==> config.mk <==
export PLATFORM = sky130hd
export DESIGN_NAME = sram_access_arbiter
export DESIGN_NICKNAME = d
export VERILOG_FILES = /design/src/rtl/sram_arb_pkg.sv /design/src/rtl/sram_read_tag_pipe.sv /design/src/rtl/sram_access_arbiter.sv
export SDC_FILE = /design/constraint.sdc
export NUM_CORES = 1
export LEC_CHECK = 0
export BUFFER_PORTS_ARGS = -buffer_cell sky130_fd_sc_hd__buf_2
export CORE_MARGIN = 3
export CORE_UTILIZATION = 43
export DETAILED_ROUTE_END_ITERATION = 6
export PLACE_DENSITY = 0.88
export SLEW_MARGIN = 10
export SYNTH_ARGS = -nofsm -noshare
export SYNTH_HDL_FRONTEND = slang
export SYNTH_SLANG_ARGS = --single-unit
==> constraint.sdc <==
create_clock -name CLOCK_50_I -period 2.3 [get_ports CLOCK_50_I]
set_input_delay 0.23 -clock CLOCK_50_I [delete_from_list [all_inputs] [get_ports CLOCK_50_I]]
set_output_delay 0.23 -clock CLOCK_50_I [all_outputs]
set_load 0.005 [all_outputs]
==> src/rtl/sram_arb_pkg.sv <==
// Shared types for the SRAM access arbiter: arbiter FSM states and the
// requester identifiers carried by the read-return tag pipe.
package sram_arb_pkg;

    typedef enum logic [1:0] {
        ARB_WAIT_READY,
        ARB_RUN,
        ARB_DRAIN,
        ARB_HALTED
    } arb_state_t;

    typedef enum logic [1:0] {
        REQ_NONE,
        REQ_VGA,
        REQ_UART,
        REQ_CORE
    } req_id_t;

endpackage

==> src/rtl/sram_read_tag_pipe.sv <==
// Shift register of requester tags that follows each read through the SRAM
// controller, so read data can be steered back to whoever issued it.
module sram_read_tag_pipe
    import sram_arb_pkg::*;
#(
    parameter int DEPTH = 3
) (
    input  logic    clk,
    input  logic    resetn,
    input  logic    flush,
    input  req_id_t push,
    output req_id_t tag,
    output logic    empty
);

    req_id_t stage_reg [DEPTH];

    always_ff @(posedge clk or negedge resetn) begin
        if (!resetn) begin
            for (int i = 0; i < DEPTH; i++) stage_reg[i] <= REQ_NONE;
        end else if (flush) begin
            for (int i = 0; i < DEPTH; i++) stage_reg[i] <= REQ_NONE;
        end else begin
            stage_reg[0] <= push;
            for (int i = 1; i < DEPTH; i++) stage_reg[i] <= stage_reg[i-1];
        end
    end

    assign tag = stage_reg[DEPTH-1];

    // True when nothing will be left in the pipe after this edge; the last
    // stage is being delivered right now and no longer counts as owed.
    always_comb begin
        empty = (push == REQ_NONE);
        for (int i = 0; i < DEPTH-1; i++) begin
            if (stage_reg[i] != REQ_NONE) empty = 1'b0;
        end
    end

endmodule

==> src/rtl/sram_access_arbiter.sv <==
// Shares the single-port SRAM controller between the VGA reader, the UART
// writer and the processing core; steers read-valid back to the issuer.
module sram_access_arbiter
    import sram_arb_pkg::*;
#(
    parameter int READ_LATENCY = 2,
    parameter int VGA_MAX_RUN  = 8,
    parameter int ADDR_W       = 18,
    parameter int DATA_W       = 16
) (
    input  logic              CLOCK_50_I,
    input  logic              resetn,
    input  logic              SRAM_ready_i,
    input  logic              quiesce_i,
    output logic              quiesced_o,
    input  logic              vga_req_i,
    input  logic [ADDR_W-1:0] vga_addr_i,
    output logic              vga_gnt_o,
    output logic              vga_rd_valid_o,
    input  logic              uart_req_i,
    input  logic [ADDR_W-1:0] uart_addr_i,
    input  logic [DATA_W-1:0] uart_wdata_i,
    output logic              uart_gnt_o,
    input  logic              core_req_i,
    input  logic              core_we_n_i,
    input  logic [ADDR_W-1:0] core_addr_i,
    input  logic [DATA_W-1:0] core_wdata_i,
    output logic              core_gnt_o,
    output logic              core_rd_valid_o,
    output logic [DATA_W-1:0] rd_data_o,
    output logic [ADDR_W-1:0] SRAM_address_o,
    output logic [DATA_W-1:0] SRAM_write_data_o,
    output logic              SRAM_we_n_o,
    input  logic [DATA_W-1:0] SRAM_read_data_i
);

    localparam int RUN_W = (VGA_MAX_RUN > 0) ? $clog2(VGA_MAX_RUN + 1) : 1;

    arb_state_t       state_reg;
    logic [RUN_W-1:0] run_cnt_reg;
    logic             rr_core_reg;
    logic             nonvga_pend;
    logic             force_nonvga;
    logic             arb_open;
    req_id_t          pick;
    req_id_t          push_tag;
    req_id_t          ret_tag;
    logic             pipe_empty;

    assign nonvga_pend  = uart_req_i | core_req_i;
    assign force_nonvga = (VGA_MAX_RUN != 0) && (run_cnt_reg == RUN_W'(VGA_MAX_RUN)) && nonvga_pend;
    assign arb_open     = (state_reg == ARB_RUN) && !quiesce_i;

    always_comb begin
        pick = REQ_NONE;
        if (vga_req_i && !force_nonvga)                  pick = REQ_VGA;
        else if (uart_req_i && (!core_req_i || !rr_core_reg)) pick = REQ_UART;
        else if (core_req_i)                             pick = REQ_CORE;
    end

    assign vga_gnt_o  = arb_open && (pick == REQ_VGA);
    assign uart_gnt_o = arb_open && (pick == REQ_UART);
    assign core_gnt_o = arb_open && (pick == REQ_CORE);

    // Losing the controller cancels the command register's write strobe
    // along with every read still in flight.
    always_ff @(posedge CLOCK_50_I or negedge resetn) begin
        if (!resetn) begin
            SRAM_address_o    <= '0;
            SRAM_write_data_o <= '0;
            SRAM_we_n_o       <= 1'b1;
        end else begin
            SRAM_we_n_o <= 1'b1;
            if (SRAM_ready_i) begin
                if (vga_gnt_o) begin
                    SRAM_address_o <= vga_addr_i;
                end
                if (uart_gnt_o) begin
                    SRAM_address_o    <= uart_addr_i;
                    SRAM_write_data_o <= uart_wdata_i;
                    SRAM_we_n_o       <= 1'b0;
                end
                if (core_gnt_o) begin
                    SRAM_address_o    <= core_addr_i;
                    SRAM_write_data_o <= core_wdata_i;
                    SRAM_we_n_o       <= core_we_n_i;
                end
            end
        end
    end

    always_ff @(posedge CLOCK_50_I or negedge resetn) begin
        if (!resetn) begin
            run_cnt_reg <= '0;
            rr_core_reg <= 1'b0;
        end else begin
            if (!nonvga_pend || uart_gnt_o || core_gnt_o)
                run_cnt_reg <= '0;
            else if (vga_gnt_o && run_cnt_reg != RUN_W'(VGA_MAX_RUN))
                run_cnt_reg <= run_cnt_reg + 1'b1;
            if (uart_gnt_o)      rr_core_reg <= 1'b1;
            else if (core_gnt_o) rr_core_reg <= 1'b0;
        end
    end

    always_comb begin
        push_tag = REQ_NONE;
        if (vga_gnt_o)                      push_tag = REQ_VGA;
        else if (core_gnt_o && core_we_n_i) push_tag = REQ_CORE;
    end

    sram_read_tag_pipe #(
        .DEPTH (READ_LATENCY + 1)
    ) u_tag_pipe (
        .clk    (CLOCK_50_I),
        .resetn (resetn),
        .flush  (!SRAM_ready_i),
        .push   (push_tag),
        .tag    (ret_tag),
        .empty  (pipe_empty)
    );

    assign vga_rd_valid_o  = (ret_tag == REQ_VGA);
    assign core_rd_valid_o = (ret_tag == REQ_CORE);
    assign rd_data_o       = SRAM_read_data_i;

    always_ff @(posedge CLOCK_50_I or negedge resetn) begin
        if (!resetn) begin
            state_reg  <= ARB_WAIT_READY;
            quiesced_o <= 1'b0;
        end else if (!SRAM_ready_i) begin
            state_reg  <= ARB_WAIT_READY;
            quiesced_o <= 1'b0;
        end else begin
            case (state_reg)
                ARB_WAIT_READY: state_reg <= ARB_RUN;
                ARB_RUN:        if (quiesce_i) state_reg <= ARB_DRAIN;
                ARB_DRAIN: begin
                    // A quiesce withdrawn mid-drain resumes without ever halting.
                    if (pipe_empty) begin
                        if (quiesce_i) begin
                            state_reg  <= ARB_HALTED;
                            quiesced_o <= 1'b1;
                        end else begin
                            state_reg  <= ARB_RUN;
                        end
                    end
                end
                ARB_HALTED: begin
                    if (!quiesce_i) begin
                        state_reg  <= ARB_RUN;
                        quiesced_o <= 1'b0;
                    end
                end
                default: state_reg <= ARB_WAIT_READY;
            endcase
        end
    end

endmodule

# Word level (Yosys, flattened, before mapping)
# Index checks and enable logic that the tools add are counted.
dict set report totals {
  output_inout_bits 57
  elab_cells 86
  ff_bits 49
  input_bits 110
}
dict set report classes {
  n_bitwise 1
  muxes 31
  add_sub_neg 1
  eq_ne 15
  reduce_logical 28
}
# cell count
set op_table {}
lappend op_table {{18-bit 2-to-1 mux} 3}
lappend op_table {{16-bit 2-to-1 mux} 2}
lappend op_table {{2-bit 2-to-1 mux} 10}
lappend op_table {{3-bit inequality test (second input constant)} 4}
lappend op_table {{1-bit 2-to-1 mux} 11}
lappend op_table {{2-bit == test (second input constant)} 5}
lappend op_table {{1-bit logical AND} 9}
lappend op_table {{4-bit 2-to-1 mux} 2}
lappend op_table {{2-bit case mux with 4 select lines} 1}
lappend op_table {{2-bit nonzero test} 4}
lappend op_table {{2-bit by 1-bit == test with 1-bit output (second input constant)} 3}
lappend op_table {{6-bit 2-to-1 mux} 1}
lappend op_table {{1-bit zero test} 5}
lappend op_table {{4-bit by 1-bit adder with 4-bit output (second input constant)} 1}
lappend op_table {{4-bit == test (second input constant)} 1}
lappend op_table {{2-bit zero test} 2}
lappend op_table {{4-bit inequality test (second input constant)} 1}
lappend op_table {{2-bit AND reduction} 2}
lappend op_table {{4-bit AND reduction} 1}
lappend op_table {{1-bit logical OR} 3}
lappend op_table {{3-bit by 1-bit inequality test with 1-bit output (second input constant)} 1}
lappend op_table {{3-bit AND reduction} 1}
lappend op_table {{3-bit nonzero test} 1}
lappend op_table {{1-bit case mux with 2 select lines} 1}
lappend op_table {{1-bit bitwise OR} 1}

# Logic depth before layout (Yosys ltp)
# Gate-level depths: netlist of the first run.
dict set report depth {
  word_depth 16
  depth_mapped 9
  ltp_nobuf 6
}

# By module
# From an unflattened synthesis of the first run, not the netlist that was laid out.
dict set report unflattened {
  hier_cells 292
  hier_area_um2 2857.7
}
# module cells_per_inst area_per_inst_um2 instances
set modules_own_cells {}
lappend modules_own_cells {sram_access_arbiter 276 2633.8 1}
lappend modules_own_cells {sram_read_tag_pipe 16 224.0 1}

# Worst setup path after synthesis of the first run
# Ideal clock, no wire load.
dict set report synth_path {
  kind {reg2reg}
  startpoint {reg state_reg[1]}
  endpoint {reg SRAM_address_o[10]}
  path_buffers 3
  period_less_slack_ns 1.742
  required_ns 2.174
  slack_ns 0.558
  t_arrival_ns 1.616
  path_stages_with_launch 10
  path_cell_list {dfrtp_1 -> inv_1 -> ha_1 -> nand2b_4 -> buf_6 -> a211o_1 -> buf_6 -> buf_6 -> a22oi_1 -> a21oi_1}
}
dict set report synth_via {
  elab_chain_cells 5
  word_cells_on_any_way 9
  cone_classes {1 x eq/ne; 2 x mux; 6 x reduce/logical}
}
# item line
set synth_lines {}
lappend synth_lines {{start, declared} sram_access_arbiter.sv:39} ;# arb_state_t state_reg;
lappend synth_lines {{start signal, assigned} sram_access_arbiter.sv:129} ;# state_reg <= ARB_WAIT_READY;
lappend synth_lines {{start signal, assigned} sram_access_arbiter.sv:132} ;# state_reg <= ARB_WAIT_READY;
lappend synth_lines {{start signal, assigned} sram_access_arbiter.sv:136} ;# ARB_WAIT_READY: state_reg <= ARB_RUN;
lappend synth_lines {{2-bit by 1-bit == test with 1-bit output *} sram_access_arbiter.sv:52} ;# assign arb_open = (state_reg == ARB_RUN) && !quiesce_i;
lappend synth_lines {{1-bit logical AND *} sram_access_arbiter.sv:52}
lappend synth_lines {{1-bit logical AND, on equally long branches} {sram_access_arbiter.sv:61, sram_access_arbiter.sv:62, sram_access_arbiter.sv:63}}
lappend synth_lines {{3-bit nonzero test (no line) / 18-bit 2-to-1 mux (equally long branches)} -}
lappend synth_lines {{2-bit AND reduction (no line) / 18-bit 2-to-1 mux (equally long branches)} -}
lappend synth_lines {{end signal, assigned} sram_access_arbiter.sv:76} ;# SRAM_address_o <= vga_addr_i;
lappend synth_lines {{end signal, assigned} sram_access_arbiter.sv:79} ;# SRAM_address_o <= uart_addr_i;
lappend synth_lines {{end signal, assigned} sram_access_arbiter.sv:84} ;# SRAM_address_o <= core_addr_i;
lappend synth_lines {{end, declared} sram_access_arbiter.sv:31} ;# output logic [ADDR_W-1:0] SRAM_address_o,
# Mark *: on every way between the ends. The rest lies on a longest branch, timed or not.
# A chain may end at the register's enable or synchronous reset.

# Final worst setup path of the first run
dict set report layout_path {
  startpoint {reg run_cnt_reg[0]}
  endpoint {out uart_gnt_o}
}
dict set report layout_via {
  elab_chain_cells 7
}
# item line
set layout_lines {}
lappend layout_lines {{start, declared} sram_access_arbiter.sv:40} ;# logic [RUN_W-1:0] run_cnt_reg;
lappend layout_lines {{start signal, assigned} sram_access_arbiter.sv:100} ;# run_cnt_reg <= run_cnt_reg + 1'b1;
lappend layout_lines {{4-bit == test} sram_access_arbiter.sv:51} ;# assign force_nonvga = (VGA_MAX_RUN != 0) && (run_cnt_reg == RUN_W'(VGA_MAX_RUN)) && nonvga_pend;
lappend layout_lines {{1-bit logical AND} sram_access_arbiter.sv:51}
lappend layout_lines {{1-bit zero test} sram_access_arbiter.sv:56} ;# if (vga_req_i && !force_nonvga) pick = REQ_VGA;
lappend layout_lines {{1-bit logical AND} sram_access_arbiter.sv:56}
lappend layout_lines {{2-bit 2-to-1 mux} sram_access_arbiter.sv:56}
lappend layout_lines {{2-bit == test} sram_access_arbiter.sv:62} ;# assign uart_gnt_o = arb_open && (pick == REQ_UART);
lappend layout_lines {{1-bit logical AND} sram_access_arbiter.sv:62}
lappend layout_lines {{end, declared} sram_access_arbiter.sv:23} ;# output logic uart_gnt_o,
# No other way between the ends.

==> results of run 1 <==
## power breakdown
part	total (mW)	switching [mW]	leakage (nW)	internal, mW
Combinational	0.827	0.408	1.08	0.419
Sequential	1.20	0.124	0.584	1.08
Clock	0.522	0.301	0.0423	0.221
## area by class of cell
type / instances / area, um2 / area share, %
clock buffer: 5 / 68.8 / 2.00
clock inverter: 3 / 26.3 / 0.763
inverter: 5 / 18.8 / 0.545
multi-input combinational: 187 / 1260 / 36.5
sequential: 49 / 1230 / 35.6
tap: 75 / 93.8 / 2.72
timing repair buffer: 143 / 753 / 21.9
## kinds of logic after synthesis
family,after synthesis
muxes,17
xor gates and xnor gates,1
and+or+nand+nor,74
buffers and inverters,42
adders and majority gates,6
AOI/OAI and AO/OA,89
DFF,49
## tightest hold or removal path, stage by stage
cell and delay, ns:
buf_2 0.15, nand2_1 0.07, nor2_1 0.04
## synth_stat cells
library cell,number,share of area [%]
clkbuf_1,5,0.69
buf_6,4,1.6
a21oi_2,1,0.32
nand3_1,3,0.55
nand2b_1,2,0.46
o21ai_0,4,0.73
nand2_2,1,0.23
a31oi_1,2,0.46
nand4_1,2,0.46
nand2_1,8,1.1
nor3_1,1,0.18
and3_1,2,0.46
nor4b_1,1,0.32
dfstp_2,1,0.96
ha_1,6,2.7
nand2b_4,1,0.50
buf_2,12,2.2
xor2_1,1,0.32
a21boi_2,1,0.41
buf_4,16,4.4
nor2b_1,4,0.91
a22oi_1,18,4.9
a2111oi_0,1,0.32
nand3b_4,1,0.73
and2_1,8,1.8
dfrtp_1,48,44
a32o_1,18,6.6
mux2i_1,17,6.2
and2b_1,1,0.27
or2_2,1,0.23
nor4_1,1,0.23
a22oi_2,1,0.46
a211o_1,1,0.32
nor2_1,37,5.1
inv_1,5,0.69
a211oi_2,1,0.46
o41ai_1,1,0.32
o211a_1,1,0.37
a21oi_1,39,7.1
## metal layers
| metal | wire, um | global-route usage [%] | up-vias | share of wire [%] |
|---|---|---|---|---|
| met5 | 0 | 0 | - | 0 |
| met4 | 139 | 8.06 | 0 | 2.0 |
| met3 | 588 | 4.80 | 16 | 8.5 |
| met2 | 3470 | 32.7 | 116 | 50 |
| met1 | 2750 | 23.6 | 1121 | 40 |
| li1 | - | - | 1212 | - |
## timing repair
action                                  in CTS  in global routing
hold buffers                                 1                  0
endpoints found under the setup margin       0                  0
hold endpoints to repair                    24                  0
setup buffers                                0                  0
gates resized for setup                      0                  0
## worst max path at each step
stage	slack [ns]	end	depth (start not counted)	start
floorplan	0.56	SRAM_address_o[10]$_DFFE_PN0P_	9	state_reg[1]$_DFFE_PN0P_
global placement	0.45	SRAM_address_o[3]$_DFFE_PN0P_	6	run_cnt_reg[0]$_DFFE_PN0P_
detailed placement	0.33	SRAM_address_o[11]$_DFFE_PN0P_	6	state_reg[1]$_DFFE_PN0P_
CTS	0.17	uart_gnt_o	7	state_reg[1]$_DFFE_PN0P_
global route	0.09	uart_gnt_o	7	run_cnt_reg[0]$_DFFE_PN0P_
finish	0.18	uart_gnt_o	7	run_cnt_reg[0]$_DFFE_PN0P_
## stage by stage
step	total power [mW]	utilization [%]	std cells
after floorplan	1.68	-	278
after global placement	2.02	55.1	458
after detailed placement	2.06	55.1	458
after CTS	2.59	56.8	467
after global routing	2.75	56.8	467
final	2.55	56.8	467
==> out/qor.csv, run 1 <==
metric,value,unit
hold_end,u_tag_pipe.stage_reg[5]$_DFF_PN0_,
slowest_delay,0.43,ns
synth_area_per_cell,9.85,um2
clock_sinks,49,
holdWs,0.220,ns
final_cell_mix,"134 x buf_2, 48 x dfrtp_1, 39 x a21oi_1, 37 x nor2_1",
cp_max_fo,22,
r2r_cells,6,
hold_violations,0,
arrival,1.89,ns
hold_depth,3,
portBuffers,134,
worst_setup_path_start_kind,register,
fillers,544,
dieArea,7360,um2
grt_start_max_net_pins,37,
syn2layout_area_growth,25.8,%
syn-num-nets,394,
antenna_found_initial,0,
synth_top_family_by_area,compound AO/OA/AOI/OAI gates,
synth_cells,278,
globalplace.congestion,0.770,
place_area,3340,um2
required,2.07,ns
clk_pin_slew_worst_paths,0.09,ns
post-place-ws,0.331,ns
critical_path_class,reg2out,
fmax,473,MHz
status,"finished, final reports clean",
min_period_over_period,92.0,%
synth_compound_area_share,22.8,%
skew,0.00441,ns
yosys.area_share.simple,13.5,%
synth-xor-area-share,0.320,%
fin_crit,2.12,ns
hp-start,SRAM_ready_i,
slew_headroom,57.3,%
reg_top3,"SRAM_address_o: 18 flops, SRAM_write_data_o: 16 flops",
hold_class,in2reg,
syn_area,2740,um2
wl,6950,um
largest_reg_flops,18,
end_kind,output port,
setup_slack,0.185,ns
grt_pass1_vias,2488,
report.final.setup_viol,0,
fin_setup_tns,0,ns
drc_errors,0,
io_pins,167,
slowest_stage,dfrtp_1,
ir_drop,0.386,mV
ys_ff_latch,49,
p_leak,1.70,nW
r2r_end,SRAM_address_o[11]$_DFFE_PN0P_,
initial_utilization,45.2,%
firstDrtPassIters,5,
worstPathCellList,inv_1 > ha_1 > nand3b_4 > a21oi_2 > buf_12 > and2_1 > buf_2,
htreeDepth,2,
slew_violations,0,
die_y,85.8,um
fp-row-count,28,
grt_setup_unrepaired,false,
final_area,3440,um2
clock_path_buffers,2,
clockRootBuffer,clkbuf_8,
numCtsBuffers,5,
drv_cap,0,
power.density,741,nW/um2
cp_top_family,flip-flops,
grt_pass1_wl,11300,um
regMostFlops,SRAM_address_o,
dr_total_vias,2465,
clk_latency,0.30,ns
drive_gt1_share,40.6,%
core_area,6060,um2
regToRegStartpoint,run_cnt_reg[0]$_DFFE_PN0P_,
avgViaCountPerCell,5.28,
ant_nets,0,
hpwl,5260,um
ys_seq_area_share,44.8,%
wire_per_inst,14.9,um
die_x,85.8,um
n_antenna_cell,0,
synthAdderAreaFrac,2.74,%
synthDistinctLibCells,39,
worst_pin_slew,0.641,ns
rrSetupSlack,0.33,ns
finalNetCount,507,
cp_num_buf_inv,3,
tritoncts,done,
muxShareOfSynthArea,6.21,%
layout_commonest_cell,buf_2,
overflow,0,
grt_usage,19.3,%
ys_warn_count,0,
drt_iter0_markers,72,
Note: power is estimated with default switching activity, not from simulation.
==> run 2, diff against run 1 <==
- CORE_UTILIZATION: 43 -> 44
- HOLD_SLACK_MARGIN: default -> 0.06
- PLACE_DENSITY: 0.88 -> 0.89
- SYNTH_HIERARCHICAL: default -> 1
==> run 2 against run 1 <==
The run now ends with setup timing left. Maximum frequency down 23%. First-iteration DRC count up 22%. Hold slack worse by 0.0026 ns. Count of clock-buffer cells in the layout up 1. Total power up 11%. Combinational power up 17%. Area after synthesis up 4.3%. Via count up 8.7%. Non-clock buffer count up 26. Clock power up 20%. Register-to-register slack worse by 0.76 ns. Die area up 1.8%.
==> out/qor.csv, run 2 <==
metric,value,unit
status,"finished, violations left",
violations,setup timing,
slew_headroom,58.4,%
ys_warn_count,6,
skew,0.0110,ns
worst_setup_path_start_kind,register,
slew_violations,0,
synth_top_area_cell,dfrtp_1,
hpwl,5730,um
synth_top_cells_by_count,"48 x dfrtp_1, 36 x nand2_1, 24 x nor2_1",
finalNetCount,550,
die_x,86.6,um
fin_crit,2.73,ns
p_total,2.83,mW
hold_depth,3,
syn_area,2860,um2
synthMostInstantiatedCell,dfrtp_1,
synthDistinctLibCells,44,
hp-start,uart_wdata_i[9],
dieArea,7500,um2
globalplace.congestion,0.833,
antenna_found_initial,0,
rrSetupSlack,-0.43,ns
ys_ff_latch,49,
n_antenna_cell,0,
htreeDepth,2,
numCtsBuffers,5,
dr_total_vias,2680,
synthFlopType,dfrtp_1,
ir_drop,0.406,mV
largest_reg_flops,18,
drive_gt1_share,46.9,%
reg_top3,"SRAM_address_o: 18 flops, SRAM_write_data_o: 16 flops",
hold_class,in2reg,
regMostFlops,SRAM_address_o,
min_period_over_period,119,%
grt_setup_unrepaired,true,
power.density,740,nW/um2
portBuffers,134,
core_area,6100,um2
post-place-ws,-0.542,ns
r2r_cells,12,
r2r_end,state_reg[1]$_DFFE_PN0P_,
final_util,62.6,%
syn-num-nets,408,
worst_pin_slew,0.625,ns
die_y,86.6,um
critical_path_class,reg2reg,
arrival,2.90,ns
report.final.setup_viol,3,
wl_met1,2910,um
drv_cap,0,
ant_nets,0,
regToRegStartpoint,run_cnt_reg[1]$_DFFE_PN0P_,
clk_latency,0.29,ns
drc_errors,0,
initial_utilization,46.9,%
hold_violations,0,
fmax,366,MHz
wl_met3,487,um
grt_pass1_vias,2737,
ys_seq_area_share,43.0,%
drt_iter0_markers,88,
clock_sinks,49,
clock_path_buffers,2,
grt_pass1_wl,12300,um
clk_pin_slew_worst_paths,0.09,ns
firstDrtPassIters,4,
hold_end,SRAM_write_data_o[9]$_DFFE_PN0P_,
synth_area_leaders,"dfrtp_1 42%, mux2i_1 6.7%, buf_4 5.5%, a21o_1 4.7%, nand2_1 4.7%",
fp-row-count,28,
synthArstFlopShare,100,%
required,2.47,ns
end_kind,register,
avgViaCountPerCell,5.25,
synth_top_area_share,42.0,%
p_leak,1.99,nW
cp_max_fo,3,
io_pins,167,
highest_layer,met4,
setup_slack,-0.431,ns
synth_area_per_cell,9.79,um2
wire_per_inst,15.0,um
layout_commonest_cell,buf_2,
wl,7640,um
grt_usage,20.6,%
syn2layout_area_growth,33.6,%
tritoncts,done,
synth_cells,292,
synth-edff-count,0,
wl_met2,4070,um
final_cell_mix,"134 x buf_2, 48 x dfrtp_1, 35 x nand2_1, 33 x buf_4, 24 x nor2_1",
grt_start_max_net_pins,50,
clockRootBuffer,clkbuf_8,
overflow,0,
## run 2: changes by cell type after synthesis, moves of 6 or more
| cell | delta |
|---|---|
| o31ai_2 | +10 |
| and2_1 | -6 |
| a21oi_1 | -32 |
| nor2_1 | -13 |
| a21o_1 | +18 |
| a22oi_1 | -17 |
| nand2_1 | +28 |
| a32o_1 | -18 |
| o21ai_0 | +12 |
| o22ai_1 | +16 |
| o31ai_1 | +8 |
## run 2: timing repair
item,CTS,global route
gates cloned,0,0
pin swaps,3,0
resized for setup,5,2
hold buffers,1,0
endpoints found under the setup margin,3,4
endpoints found under the hold margin,29,0
buffers inserted,2,4
## run 2: where the power goes
group | switching (mW) | total [mW] | internal, mW | leakage (nW)
registers | 0.128 | 1.23 | 1.11 | 0.631
clock network | 0.275 | 0.629 | 0.354 | 0.0574
logic | 0.477 | 0.964 | 0.487 | 1.30
## run 2: how the worst max path moves through the flow
stage                                     startpoint                       end  slack [ns]  depth (start not counted)
final                     run_cnt_reg[1]$_DFFE_PN0P_  state_reg[1]$_DFFE_PN0P_       -0.43                         12
after global routing      run_cnt_reg[1]$_DFFE_PN0P_  state_reg[1]$_DFFE_PN0P_       -0.50                         12
after CTS                 run_cnt_reg[1]$_DFFE_PN0P_  state_reg[1]$_DFFE_PN0P_       -0.40                         12
after detailed placement  run_cnt_reg[1]$_DFFE_PN0P_  state_reg[1]$_DFFE_PN0P_       -0.54                         12
after global placement    run_cnt_reg[1]$_DFFE_PN0P_  state_reg[1]$_DFFE_PN0P_       -0.39                         12
after floorplan           run_cnt_reg[1]$_DFFE_PN0P_  state_reg[1]$_DFFE_PN0P_       -0.60                         12
## run 2: area by class of cell
type	count	area [um2]
well taps	75	93.8
clock inverters	2	37.5
fillers	549	2280
flip-flops and latches	49	1230
inverters	9	36.3
multi-input cells	200	1390
repair buffers	169	948
clock buffers	6	82.6
## run 2: logic make-up after synthesis
logic type	after synthesis	synth area share, %
multiplexers	20	7.05
XOR/XNOR	1	0.307
AND/OR/NAND/NOR	87	14.9
buffers and inverters	43	9.94
adder cells (fa/ha/maj)	6	2.63
flip-flops	49	43.0
AO/OA/AOI/OAI	86	22.2
## run 2: per-stage QoR
| step | cell area, um2 | hold slack [ns] | setup TNS [ns] | instances |
|---|---|---|---|---|
| floorplan | 2860 | -0.0656 | -1.25 | 292 |
| global route | 3820 | 0.219 | -1.22 | 510 |
| global placement | 3620 | 0.366 | -0.756 | 495 |
| finish | 3820 | 0.217 | -0.982 | 510 |
| detailed placement | 3620 | 0.378 | -1.18 | 495 |
| CTS | 3780 | 0.208 | -0.911 | 506 |
## run 2: layer usage
metal / up-vias / global-route usage, %
met4: 0 / 7.51
met3: 23 / 3.33
li1: 1287 / -
met1: 1258 / 23.3
met2: 112 / 38.6
met5: - / 0
## run 2: worst max-delay path, cell delays in order (launching register included)
cell and delay [ns]:
dfrtp_1 0.36, inv_1 0.05, ha_2 0.18, and3b_4 0.21, o2111ai_4 0.23, inv_4 0.05
and2_4 0.14, or2_1 0.23, or4_4 0.43, nor3_4 0.15, o21ai_2 0.09, o21ai_2 0.17
mux2_4 0.33
